**src/rtl/sub_3_2_bit_masked.sv**
```systemverilog
// Masked (a - b) mod 8 on Boolean shares, 4-stage pipeline with 1-cycle AND gadgets.
// Optional borrow-out share output enabled by defining SUB_BORROW_OUT_EN.

module hpc2_and #(
  parameter int d    = 2,
  parameter int NRND = 1
) (
  input  logic            clk,
  input  logic            rst_n,
  input  logic [d-1:0]    x,
  input  logic [d-1:0]    y,
  input  logic [NRND-1:0] r,
  output logic [d-1:0]    z
);
  logic [d-1:0][d-1:0] term_d, term_q;

  // cross terms x_i&y_j and x_j&y_i share the same refresh bit r_{min,max}
  always_comb begin
    term_d = '0;
    for (int i = 0; i < d; i++) begin
      for (int j = 0; j < d; j++) begin
        if (i < j)
          term_d[i][j] = (x[i] & y[j]) ^ r[i*d - i*(i+1)/2 + j-i-1];
        else if (j < i)
          term_d[i][j] = (x[i] & y[j]) ^ r[j*d - j*(j+1)/2 + i-j-1];
        else
          term_d[i][j] = x[i] & y[j];
      end
    end
  end

  always_ff @(posedge clk or negedge rst_n) begin
    if (!rst_n) term_q <= '0;
    else        term_q <= term_d;
  end

  always_comb begin
    z = '0;
    for (int i = 0; i < d; i++) z[i] = ^term_q[i];
  end
endmodule

module sub_3_2_bit_masked #(
  parameter  int d    = 2,
  localparam int NRND = d*(d-1)/2,
`ifdef SUB_BORROW_OUT_EN
  localparam int NR   = 5,
`else
  localparam int NR   = 4,
`endif
  localparam int LAT  = 4
) (
  input  logic               clk,
  input  logic               rst_n,
  input  logic               in_valid,
  input  logic [3*d-1:0]     a_input,
  input  logic [2*d-1:0]     b_input,
  input  logic [NR*NRND-1:0] rnd,
  output logic               out_valid,
  output logic [3*d-1:0]     out_c
`ifdef SUB_BORROW_OUT_EN
  ,
  output logic [d-1:0]       out_borrow
`endif
);
  localparam logic [d-1:0] INV = {{(d-1){1'b0}}, 1'b1};

  logic [d-1:0] a0, a1, a2, b0, b1;
  logic [d-1:0] br0, t1, t2, nor_z, br1;
  logic [d-1:0] s0_q1, p1_q1, a2_q1;
  logic [d-1:0] s0_q2, s1_q2, a2_q2, t1_q2;
  logic [d-1:0] s0_q3, s1_q3, a2_q3;
  logic [LAT-1:0] valid_q;

  assign a0 = a_input[0 +: d];
  assign a1 = a_input[d +: d];
  assign a2 = a_input[2*d +: d];
  assign b0 = b_input[0 +: d];
  assign b1 = b_input[d +: d];

  hpc2_and #(.d(d), .NRND(NRND)) u_g0 (.clk(clk), .rst_n(rst_n), .x(a0 ^ INV), .y(b0),
    .r(rnd[0*NRND +: NRND]), .z(br0));
  hpc2_and #(.d(d), .NRND(NRND)) u_g1 (.clk(clk), .rst_n(rst_n), .x(a1 ^ INV), .y(b1),
    .r(rnd[1*NRND +: NRND]), .z(t1));
  hpc2_and #(.d(d), .NRND(NRND)) u_g2 (.clk(clk), .rst_n(rst_n), .x(p1_q1 ^ INV), .y(br0),
    .r(rnd[2*NRND +: NRND]), .z(t2));
  // OR via De Morgan: br1 = ~(~t1 & ~t2)
  hpc2_and #(.d(d), .NRND(NRND)) u_g3 (.clk(clk), .rst_n(rst_n), .x(t1_q2 ^ INV), .y(t2 ^ INV),
    .r(rnd[3*NRND +: NRND]), .z(nor_z));
  assign br1 = nor_z ^ INV;

`ifdef SUB_BORROW_OUT_EN
  hpc2_and #(.d(d), .NRND(NRND)) u_g4 (.clk(clk), .rst_n(rst_n), .x(a2_q3 ^ INV), .y(br1),
    .r(rnd[4*NRND +: NRND]), .z(out_borrow));
`endif

  always_ff @(posedge clk or negedge rst_n) begin
    if (!rst_n) begin
      s0_q1   <= '0;
      p1_q1   <= '0;
      a2_q1   <= '0;
      s0_q2   <= '0;
      s1_q2   <= '0;
      a2_q2   <= '0;
      t1_q2   <= '0;
      s0_q3   <= '0;
      s1_q3   <= '0;
      a2_q3   <= '0;
      out_c   <= '0;
      valid_q <= '0;
    end else begin
      s0_q1   <= a0 ^ b0;
      p1_q1   <= a1 ^ b1;
      a2_q1   <= a2;
      s0_q2   <= s0_q1;
      s1_q2   <= p1_q1 ^ br0;
      a2_q2   <= a2_q1;
      t1_q2   <= t1;
      s0_q3   <= s0_q2;
      s1_q3   <= s1_q2;
      a2_q3   <= a2_q2;
      out_c   <= {a2_q3 ^ br1, s1_q3, s0_q3};
      valid_q <= {valid_q[LAT-2:0], in_valid};
    end
  end

  assign out_valid = valid_q[LAT-1];
endmodule

```
**config.mk**
```make
export PLATFORM = sky130hd
export DESIGN_NAME = sub_3_2_bit_masked
export DESIGN_NICKNAME = d
export VERILOG_FILES = /design/src/rtl/sub_3_2_bit_masked.sv
export SDC_FILE = /design/constraint.sdc
export NUM_CORES = 1
export LEC_CHECK = 0
export CAP_MARGIN = 40
export CORE_MARGIN = 1
export CORE_UTILIZATION = 54
export DETAILED_ROUTE_END_ITERATION = 12
export GPL_TIMING_DRIVEN = 0
export PLACE_DENSITY = 0.81
export SLEW_MARGIN = 20
export SYNTH_ARGS = -nofsm -noshare
export SYNTH_HDL_FRONTEND = slang
export SYNTH_HIERARCHICAL = 1
export SYNTH_SLANG_ARGS = --single-unit
```
**constraint.sdc**
```tcl
create_clock -name clk -period 2 [get_ports clk]
set_input_delay 0.3 -clock clk [delete_from_list [all_inputs] [get_ports clk]]
set_output_delay 0.3 -clock clk [all_outputs]
set_load 0.01 [all_outputs]
```
* Word level (Yosys, flattened, before mapping)
Cells that the tools add are included.
Operators by class: bitwise operators 34, reductions and logical operators 8
Operators with widths (count):
- 1-bit AND | 16
- 2-bit XOR reduction | 8
- 1-bit XOR | 8
- 2-bit XOR | 4
- 1-bit NOT | 6
Storage, ports and cells: output and inout port bits 7, word-level logic and storage cells 62, register bits after elaboration 46

* Logic depth before layout (Yosys ltp)
Gate-level depths: netlist (run 1).
word-level depth 4, mapped depth 4, depth with buffers taken out 4

* Hierarchy
The synthesis (run 1) kept the hierarchy.
By module, submodules not included:
- sub_3_2_bit_masked | instances 1, cells each 43, area each 839.6 sq um
- hpc2_and | instances 4, cells each 12, area each 156.4 sq um

* Worst setup path after synthesis (run 1)
Ideal clock, no wire load.
kind reg-to-reg, start reg u_g0/term_q[3] in the netlist's numbering, end reg u_g2/term_q[1] in the netlist's numbering, setup time 0.123 ns, cell stages (with the launch flop) 4, arrival time 0.780 ns, path buffers 0, period minus slack after synthesis 0.903 ns, path slack 1.097 ns, required time 1.877 ns, path through dfrtp_1 xor2_1 nand2_1 xnor2_1
RTL lines:
- from (decl) | line 15 | logic [d-1:0][d-1:0] term_d, term_q;
- from (signal assigned) | line 34 | else term_q <= term_d;
- to (signal assigned) | line 34
- to (decl) | line 15

* Worst setup path after layout (run 1)
start reg out_c[2], end out out_c[2]
RTL lines:
- from (decl) | line 60 | output logic [3*d-1:0] out_c
- from (signal assigned) | line 122 | out_c <= {a2_q3 ^ br1, s1_q3, s0_q3};
No word-level cell between the ends.

==> reports/results.ini, run 1 <==
[synth]
yosys_warnings=6
synth_area_um2=1465
synth_cell_types=7
syn_nets=108
avgSynthCellArea_um2=16.10
netlist_instances=91
ys_ff_latch=46
ys_seq_area_share_pct=78.57

[global_routing]
first_global_vias=608
gr-usage-met2_pct=21.81
gr-total-overflow=0
use_met1_pct=15.30
grt_max_degree=29
busiest_layer=met2
grt_pass1_wl_mm=2.601
track_usage_pct=13.86
use_met3_pct=6.780
antenna_found_initial=0

[clock_network]
cts_buffers=5
cts-resized-gates=0
holdBufCountCts=1
clkTransAtPathRegs_ns=0.12
root_buffer=clkbuf_4
ctsLongestPathBuffers=2
cts_setup_buffers=0
htree_levels=2
clk_latency_ns=0.34
cts_tree=done
cts_num_sinks=46

[floorplanning]
core_um2=2522
start_util_pct=58.09
die_x_um=54.09
dieArea_um2=2926
die_h_um=54.09
pin_count=24
rows=18

[layout]
diodes=0
fin_cells=154
final_cell_area_um2=1818
area_growth_pct=24.08
layout-drive-gt1-share_pct=10.48
nets=140
final_cell_mix=dfrtp_1, clkdlybuf4s50_1, xor2_1, xnor2_1, nand2_1
mostFrequentLayoutCell=dfrtp_1

[worst_setup_path]
slowest_delay_ns=0.53
crit_family=buffers and inverters
critPathKind=flip-flop to output port
crit_chain=clkdlybuf4s50_1
crit_path_start_kind=flip-flop
crit_buf_inv=1
required_ns=1.70
crit_path_top_delay_cell=clkdlybuf4s50_1
crit_arrival_ns=1.22
cp-end-kind=output port
cp_max_fo=1

[sta]
fin_crit_sh_pct=75.90
finalCriticalPeriod_ns=1.518
hold_ws_ns=0.3565
hold_viol_final=0
skew_ns=0.004231
setup_violations=0
fin_ws_ns=0.4821
worst_pin_slew_ns=0.4230
clock.fmax_mhz=658.8
rsz0062_at_grt=no
slew_viol_final=0
maxSlewHeadroom_pct=71.80

[power_and_ir_drop]
ir_drop_mv=0.7599
cellPowerDensity_nw_per_um2=990.2
leakage_nw=0.8450

[place]
io_buffers=23
placed_cell_area_um2=1748
dp_cells=145
place_congestion=0.6301
pre_cts_ws_ns=0.8372
post-dp-hpwl_mm=1.117

[outcome]
status=finished clean

[route]
viasPerCell=4.500
vias=693
drc=0
first_pass_iters=2
drt_iter0_drc=2
wire_per_inst_um=9.883
ant_nets=0
wirelength_mm=1.522

[run]
drv_cap=0

[worst_hold_path]
hold_class=flip-flop to flip-flop

==> layout make-up <==
cell class / count / area, um2
Fill cell: 174 / 704.4
Clock inverter: 1 / 5.005
Inverter: 5 / 18.77
Sequential cell: 46 / 1151
Multi-Input combinational cell: 40 / 295.3
Clock buffer: 7 / 55.05
Timing Repair Buffer: 25 / 255.2
Tap cell: 30 / 37.54
==> cell families (layout without fill, tap and decap cells) <==
| kind of cell | count (synthesis) | count (layout) | synth area share [%] |
|---|---|---|---|
| buf+inv | 5 | 38 | 1.281 |
| simple gates | 16 | 16 | 5.807 |
| flops | 46 | 46 | 78.57 |
| xor+xnor | 24 | 24 | 14.35 |
==> worst paths after layout <==
path                                start        endpoint  slack [ns]  cells after the start
setup / recovery                 out_c[2]        out_c[2]        0.48                      1
hold reg to reg                  s1_q2[0]        s1_q3[0]        0.36                      0
min in group asynchronous           rst_n      valid_q[1]        0.42                      2
max in group asynchronous           rst_n        t1_q2[1]        1.11                      3
hold / removal                   s1_q2[0]        s1_q3[0]        0.36                      0
setup reg to reg           u_g0/term_q[1]  u_g2/term_q[2]        1.02                      3
==> per-stage QoR <==
stage	utilization, %	TNS (ns)	power [mW]
2_1_floorplan	-	0	1.247
3_3_place_gp	68.70	-16.96	1.382
3_5_place_dp	69.30	0	1.400
4_1_cts	72.07	0	1.827
5_1_grt	72.07	0	1.912
6_report	72.07	0	1.800
==> report_power, final <==
part | switching (mW) | internal, mW
Clock | 0.256 | 0.171
Combinational | 0.109 | 0.160
Sequential | 0.0430 | 1.06
Total | 0.408 | 1.39
==> synthesized netlist by cell type <==
master	instances	area [um2]
dfrtp_1	46	1151
xor2_1	15	131.4
xnor2_1	9	78.83
nand2_1	8	30.03
inv_1	5	18.77
and2_1	4	25.02
and2_2	4	30.03
==> sequential cells by signal, summed over array words and instances, names as in the netlist, 4 cells and up <==
signal,cells
valid_q,4
out_c,6
u_g1/term_q,4
u_g2/term_q,4
u_g0/term_q,4
u_g3/term_q,4
==> layer usage <==
metal | share of wire, % | vias to the layer above
li1 | - | 337
met1 | 40 | 329
met2 | 52 | 23
met3 | 6.0 | 4
met4 | 1.8 | 0
met5 | 0 | -
Power figures use the tool's default switching activity.
==> run 2, diff against run 1 <==
Settings changed: CORE_UTILIZATION 54 to 50, PLACE_DENSITY 0.81 to 0.76.
Clock period 2 ns to 1.6 ns, I/O delays scaled along.
==> run 2 against run 1 <==
  * Sequential cell count unchanged
  * Die area is 7.7% higher
  * Highest routed layer unchanged
  * Total power rose by 23%
  * Register-to-register slack lost 0.42 ns
  * Cell area shrank 0.41%
==> reports/results.ini, run 2 (synthesized netlist as in run 1, its figures left out) <==
[global_routing]
gr-usage-met2_pct=21.09  ; was 21.81%
busiest_layer=met2  ; unchanged
use_met1_pct=14.03  ; was 15.30%
track_usage_pct=13.07  ; was 13.86%
gr-total-overflow=0  ; unchanged
grt_max_degree=31  ; was 29
antenna_found_initial=0  ; unchanged
first_global_vias=744  ; was 608
grt_pass1_wl_mm=2.967  ; was 2.601 mm
use_met3_pct=4.884  ; was 6.780%

[layout]
area_growth_pct=23.57  ; was 24.08%
layout-drive-gt1-share_pct=9.836  ; was 10.48%
largest_reg_flops=6  ; unchanged
final_core_util_pct=65.65  ; was 72.07%
diodes=0  ; unchanged
mostFrequentLayoutCell=dfrtp_1  ; unchanged
final_cell_mix=dfrtp_1, clkdlybuf4s50_1, xor2_1, xnor2_1, nand2_1  ; unchanged
nets=140  ; unchanged
fill_cells=205  ; was 174
largest_register=out_c  ; unchanged

[worst_setup_path]
crit_family=buffers and inverters  ; unchanged
crit_chain=clkdlybuf4s50_1  ; unchanged
crit_path_start_kind=flip-flop  ; unchanged
cp-end-kind=output port  ; unchanged
required_ns=1.36  ; was 1.70 ns
crit_buf_inv=1  ; unchanged
r2r_end=u_g2/term_q[1]  ; was u_g2/term_q[2]
crit_arrival_ns=1.21  ; was 1.22 ns
rr_worst_depth=3  ; unchanged
reg2reg_from=u_g0/term_q[3]  ; was u_g0/term_q[1]
crit_path_top_delay_cell=clkdlybuf4s50_1  ; unchanged
critPathKind=flip-flop to output port  ; unchanged
cp_max_fo=1  ; unchanged
r2r_setup_slack_ns=0.60  ; was 1.02 ns
slowest_delay_ns=0.54  ; was 0.53 ns

[place]
io_buffers=23  ; unchanged
post-dp-hpwl_mm=1.134  ; was 1.117 mm
place_congestion=0.6969  ; was 0.6301
pre_cts_ws_ns=0.4788  ; was 0.8372 ns

[clock_network]
clk_latency_ns=0.34  ; about the same
cts_setup_buffers=0  ; unchanged
cts_num_sinks=46  ; unchanged
ctsLongestPathBuffers=2  ; unchanged
htree_levels=2  ; unchanged
clkTransAtPathRegs_ns=0.11  ; was 0.12 ns
cts_buffers=5  ; unchanged
root_buffer=clkbuf_4  ; unchanged
cts_tree=done  ; unchanged
cts-resized-gates=0  ; unchanged
holdBufCountCts=1  ; unchanged

[sta]
worst_pin_slew_ns=0.3773  ; was 0.4230 ns
skew_ns=0.007869  ; was 0.004231 ns
maxSlewHeadroom_pct=74.85  ; was 71.80%
hold_viol_final=0  ; unchanged
clock.fmax_mhz=689.6
rsz0062_at_grt=no  ; unchanged
finalCriticalPeriod_ns=1.450
fin_ws_ns=0.1499  ; was 0.4821 ns
fin_crit_sh_pct=90.63
slew_viol_final=0  ; unchanged
setup_violations=0  ; unchanged
fin_setup_tns_ns=0  ; unchanged
hold_ws_ns=0.3308  ; was 0.3565 ns

[route]
first_pass_iters=3  ; was 2
wirelength_mm=1.590  ; was 1.522 mm
drt_iter0_drc=2  ; unchanged
ant_nets=0  ; unchanged
wire_per_inst_um=10.39  ; was 9.883 um
viasPerCell=4.471  ; was 4.500
drc=0  ; unchanged
vias=684  ; was 693

[floorplanning]
die_x_um=56.13  ; was 54.09 um
rows=19  ; was 18
die_h_um=56.13  ; was 54.09 um
dieArea_um2=3151  ; was 2926 um2
start_util_pct=53.13  ; was 58.09%
core_um2=2758  ; was 2522 um2
pin_count=24  ; unchanged

[outcome]
status=finished clean  ; unchanged

[run]
drv_cap=0  ; unchanged

[worst_hold_path]
worstHoldEndpoint=a2_q1[1]  ; was s1_q3[0]
holdPathStages=1  ; was 0
hold_class=primary input to flip-flop  ; was flip-flop to flip-flop
hp-start=a_input[5]  ; was s1_q2[0]

[power_and_ir_drop]
leakage_nw=0.8399  ; was 0.8450 nW
cellPowerDensity_nw_per_um2=1225  ; was 990.2 nW/um2
power_mw=2.218  ; was 1.800 mW
ir_drop_mv=1.052  ; was 0.7599 mV

## run 2: cell types whose count changed in the layout (fill, tap and decap cells not counted)
| cell | before | now |
|---|---|---|
| clkbuf_1 | 1 | 0 |
| clkinv_2 | 1 | 0 |
## run 2: power breakdown
part	switching (mW)	total, mW	internal, mW	leakage, nW
registers	0.0514	1.38	1.33	0.546
clock network	0.304	0.502	0.198	0.0302
logic	0.138	0.339	0.201	0.264
total	0.493	2.22	1.73	0.840
## run 2: routing by layer
layer | wire (um) | vias up
met4 | 44 | 0
met5 | 0 | -
met3 | 86 | 6
li1 | - | 332
met2 | 845 | 23
met1 | 613 | 323
## run 2: worst max path at each step
stage	start	end	slack, ns	depth (start not counted)
finish	out_c[0]	out_c[0]	0.15	1
global route	out_c[0]	out_c[0]	0.09	1
CTS	out_c[0]	out_c[0]	0.12	1
detailed placement	b_input[2]	u_g1/term_q[2]	0.48	3
global placement	rst_n	u_g1/term_q[0]	-0.73	1
floorplan	u_g0/term_q[3]	u_g2/term_q[1]	0.70	3
## run 2: final cells by class
type                            count  area [um2]  share of cell area [%]
Multi-Input combinational cell     40       295.3                   16.31
Timing Repair Buffer               25       255.2                   14.10
Inverter                            5       18.77                   1.037
Sequential cell                    46        1151                   63.58
Clock buffer                        6       51.30                   2.833
Tap cell                           31       38.79                   2.142
## run 2: metrics by stage
step                      cells  cell area, um2
after floorplan              91            1465
after global placement      145            1734
after detailed placement    146            1749
after CTS                   153            1810
after global routing        153            1810
final                       153            1810
==> run 3, diff against run 2 <==
Settings changed: SLEW_MARGIN 20 to unset.
==> results of run 3 <==
Same layout as run 2: the final DEF is identical, and so are final timing and power.
